--- config.mk ---
export PLATFORM = sky130hd
export DESIGN_NAME = ramfifo_ctx_drain
export DESIGN_NICKNAME = d
export VERILOG_FILES = /design/src/rtl/ramfifo_ctx_drain.sv
export SDC_FILE = /design/constraint.sdc
export NUM_CORES = 1
export LEC_CHECK = 0
export ABC_AREA = 1
export ABC_CLOCK_PERIOD_IN_PS = 8400
export BUFFER_PORTS_ARGS = -buffer_cell sky130_fd_sc_hd__buf_2
export CORE_AREA = 2 2 134 136
export CTS_CLUSTER_DIAMETER = 200
export DETAILED_ROUTE_END_ITERATION = 10
export DIE_AREA = 0 0 136 138
export PLACE_DENSITY = 0.69
export SYNTH_ARGS = -nofsm -noshare
export SYNTH_HDL_FRONTEND = slang
export SYNTH_SLANG_ARGS = --single-unit
export TNS_END_PERCENT = 50
--- constraint.sdc ---
create_clock -name clock -period 8.4 [get_ports clock]
set_input_delay 0.84 -clock clock [delete_from_list [all_inputs] [get_ports clock]]
set_output_delay 0.84 -clock clock [all_outputs]
set_load 0.05 [all_outputs]
--- src/rtl/ramfifo_ctx_drain.sv ---
// ramfifo_ctx_drain: round-robin drain of a multi-context RAMFIFO (fifo_empty/fifo_data/ctx_enable in, fifo_read/fifo_rctx_id out) into a 2-entry valid/ready output buffer (out_data/out_ctx/out_valid, out_ready in)
module ramfifo_ctx_drain #(
  parameter int WIDTH = 36,
  parameter int LOG_CTX = 3,
  localparam int NUM_CTX = 1 << LOG_CTX
) (
  input  logic                     clock,
  input  logic                     reset,
  input  logic [NUM_CTX-1:0]       ctx_enable,
  input  logic [NUM_CTX-1:0]       fifo_empty,
  input  logic [NUM_CTX*WIDTH-1:0] fifo_data,
  output logic [LOG_CTX-1:0]       fifo_rctx_id,
  output logic                     fifo_read,
  output logic [WIDTH-1:0]         out_data,
  output logic [LOG_CTX-1:0]       out_ctx,
  output logic                     out_valid,
  input  logic                     out_ready
);
  logic [1:0] occ;
  logic pend;
  logic [LOG_CTX-1:0] pend_ctx, rr_ptr, rctx_q, grant, idx;
  logic [WIDTH-1:0] buf_data [2];
  logic [LOG_CTX-1:0] buf_ctx [2];
  logic [NUM_CTX-1:0] eligible;
  logic pop, allowed, issue, wr_idx;
  logic [WIDTH-1:0] push_data;
  assign eligible = ~fifo_empty & ctx_enable;
  assign pop = (occ != 2'd0) && out_ready;
  assign allowed = ({1'b0, occ} + {2'b0, pend} - {2'b0, pop}) < 3'd2;
  assign issue = !reset && allowed && (|eligible);
  assign wr_idx = occ[1] || (occ[0] && !pop);
  assign push_data = fifo_data[pend_ctx*WIDTH +: WIDTH];
  assign fifo_read = issue;
  assign fifo_rctx_id = issue ? grant : rctx_q;
  assign out_data = buf_data[0];
  assign out_ctx = buf_ctx[0];
  assign out_valid = occ != 2'd0;
  always_comb begin
    grant = rr_ptr;
    idx = '0;
    for (int k = NUM_CTX - 1; k >= 0; k--) begin
      idx = rr_ptr + k[LOG_CTX-1:0];
      grant = eligible[idx] ? idx : grant;
    end
  end
  always_ff @(posedge clock) begin
    if (reset) begin
      occ <= '0;
      pend <= 1'b0;
      pend_ctx <= '0;
      rr_ptr <= '0;
      rctx_q <= '0;
      buf_data[0] <= '0;
      buf_data[1] <= '0;
      buf_ctx[0] <= '0;
      buf_ctx[1] <= '0;
    end else begin
      pend <= issue;
      if (issue) begin
        pend_ctx <= grant;
        rr_ptr <= grant + 1'b1;
        rctx_q <= grant;
      end
      occ <= occ + {1'b0, pend} - {1'b0, pop};
      if (pop) begin
        buf_data[0] <= buf_data[1];
        buf_ctx[0] <= buf_ctx[1];
      end
      if (pend && wr_idx) begin
        buf_data[1] <= push_data;
        buf_ctx[1] <= pend_ctx;
      end
      if (pend && !wr_idx) begin
        buf_data[0] <= push_data;
        buf_ctx[0] <= pend_ctx;
      end
    end
  end
endmodule

==> run summary <==
status: complete, no violations
number of max-cap violations: 0
hold worst-path end: rctx_q[1]
Setup TNS Final: 0 ns
# IOs: 351
Pwr Total: 3.08 mW
Area Growth Syn to Fin: 32.3%
startpoint types: input port
first-pass GRT wire length: 35500 um
r2r startpoint: occ[0]
CTS Buf Count: 9
post-synthesis sequential area ratio: 0.399
FMAX: 239 MHz
dominant cells by area after synthesis: edfxtp_1 36%, o21ai_0 16%, nor2_1 11%
Mapped Nets: 1196
Port Buffer Count: 350
largest net degree at the start of global routing: 89
WP data required: 7.56 ns
DIE WIDTH: 136 um
die area: 18800 sq um
Worst-Margin Slew: 1.05 ns
period utilization: 0.498
number of global-route vias before repair: 6635
layout net count: 1487
core area: 17500 sq um
Crit Reg-Reg Endpoint: buf_data[1][4]
CP arrival: 3.34 ns
HP Start: rctx_q[1]
minimum hold slack: 0.481 ns
Multi-input gate area: 3400 sq um
clock sinks: 90
Detailed Routing Iterations Pass 1: 5
die height: 138 um
Async S/R FF share, synth: 0
gr usage total: 0.243
design area: 8560 sq um
Slew HR: 0.297
DP Area: 8240 sq um
Synth Register Bits: 90
fin. max-slew vios: 0
Via Count: 7505
ANT nets after route: 0
number of flops mapped to enable cells by yosys: 78
reg2reg setup slack: 5.32 ns
# rows: 49
Hold Path Depth: 2
Synth top area share: 0.362
RePlAce Congestion: 0.914
maximum VDD drop: 0.169 mV
Congestion Overflow GR: 0
Routed wire per std cell: 17.2 um
Max Clock Skew: 0.00629 ns
Static Leak: 3.89 nW
post-CTS setup buffers: 0
Reg area: 2590 sq um
Main synth FF type: edfxtp_1
Final Hold Fails: 0
CTS Hold Bufs: 0
CTS tree: done
unrepaired setup endpoints after global routing: no
PD cells: 360 nW/um^2
htree depth: 3
DRC errors left: 0
Worst Hold Class: reg -> reg
top-count cell post-synth: o21ai_0
top cells by count, synth: 205 x o21ai_0, 189 x nor2_1, 85 x nand3_1
initial antenna violation count: 2
cts repair resizes: 0
hpwl dp: 17600 um
fillcell total: 1772
# setup viols final: 0
DR iter-0 viols: 557
critical path capture point type: output pin
CTS Root Cell: clkbuf_16
Gate Count Post-Synth: 883
Clock transition at path regs: 0.06 ns
R2R depth: 9
area leader, netlist: edfxtp_1
crit path kind: in -> out
CTS max path bufs: 2
Routed WL: 24200 um
Final min period: 4.18 ns
Syn Area/Cell: 7.33 sq um
starting density of the core: 0.369
Unique masters post-synth: 28
crit path max fanout: 11
share of layout cells above drive strength 1: 0.343
vias per cell: 5.33
Mapped Area: 6470 sq um
clk_lat worst skew: 0.35 ns
warnings from Yosys: 0
## flip-flops by register name (all words and copies together) (netlist names)
register	cells
buf_ctx	6
rr_ptr	3
occ	2
pend	1
buf_data	72
rctx_q	3
pend_ctx	3
## layout make-up
class                           instances  share of cell area
Sequential cell                        90               0.303
Clock inverter                          6              0.0105
Inverter                               42              0.0187
Tap cell                              229              0.0335
Clock buffer                            9              0.0263
Multi-Input combinational cell        674               0.397
Antenna cell                            2            0.000585
Timing Repair Buffer                  357               0.211
## per-layer routing
layer  track usage  vias to the layer above  part of all wire
met5             0                        -                 0
met4        0.0609                        0             0.013
met3        0.0733                       25             0.097
met2         0.378                      330              0.46
met1         0.330                     3428              0.43
li1              -                     3722                 -
## worst max-delay path, stage by stage
cell and delay, ns:
buf_2 0.10, nand2_1 0.11, inv_1 0.07, ha_1 0.26, inv_1 0.04, ha_1 0.18
fa_1 0.46, nor3_1 0.18, nand2_1 0.26, a31oi_1 0.34, nand2_1 0.14, nand2_1 0.10
buf_2 0.27
## worst max-delay path by stage
| stage | cells after the start | slack (ns) | end | from |
|---|---|---|---|---|
| finish | 13 | 4.22 | fifo_rctx_id[2] | out_ready |
| global route | 13 | 4.06 | fifo_rctx_id[2] | occ[1] |
| CTS | 14 | 4.24 | fifo_rctx_id[2] | out_ready |
| detailed placement | 13 | 4.26 | fifo_rctx_id[2] | out_ready |
| global placement | 13 | 4.33 | fifo_rctx_id[2] | out_ready |
| floorplan | 12 | 4.50 | fifo_rctx_id[0] | out_ready |
## logic make-up (layout without fill, tap and decap cells)
family / after synthesis / after routing / share of synthesized area
flip-flops: 90 / 90 / 0.399
AND/OR/NAND/NOR: 352 / 352 / 0.231
AO/OA/AOI/OAI: 312 / 312 / 0.270
other: 0 / 2 / 0
buffers and inverters: 119 / 414 / 0.0781
adder cells (fa/ha/maj): 6 / 6 / 0.0128
XOR/XNOR: 4 / 4 / 0.00890
## through the flow
stage                util  setup WS, ns  cells
finish              0.488          4.22   1409
global route        0.488          4.06   1408
CTS                 0.488          4.24   1407
detailed placement  0.470          4.26   1392
global placement    0.470          4.33   1392
floorplan               -          4.50    883
## cells in the final DEF, fill, tap and decap left out, types with 2 or more instances in the layout
cell / instances
a21oi_1: 16
buf_2: 350
buf_4: 7
bufinv_16: 2
clkbuf_16: 9
dfxtp_1: 9
dfxtp_2: 2
diode_2: 2
edfxtp_1: 78
ha_1: 5
inv_1: 32
inv_2: 8
nand2_1: 60
nand2_2: 8
nand3_1: 83
nand3_2: 9
nor2_1: 189
o21ai_0: 205
o21ai_1: 17
o221ai_1: 36
o22ai_1: 36
xor2_2: 3
## power breakdown
part	switching, mW	total [mW]	internal (mW)
sequential	0.0945	0.767	0.673
combinational	1.38	1.88	0.500
clock	0.177	0.437	0.260
Power figures use the tool's default switching activity.
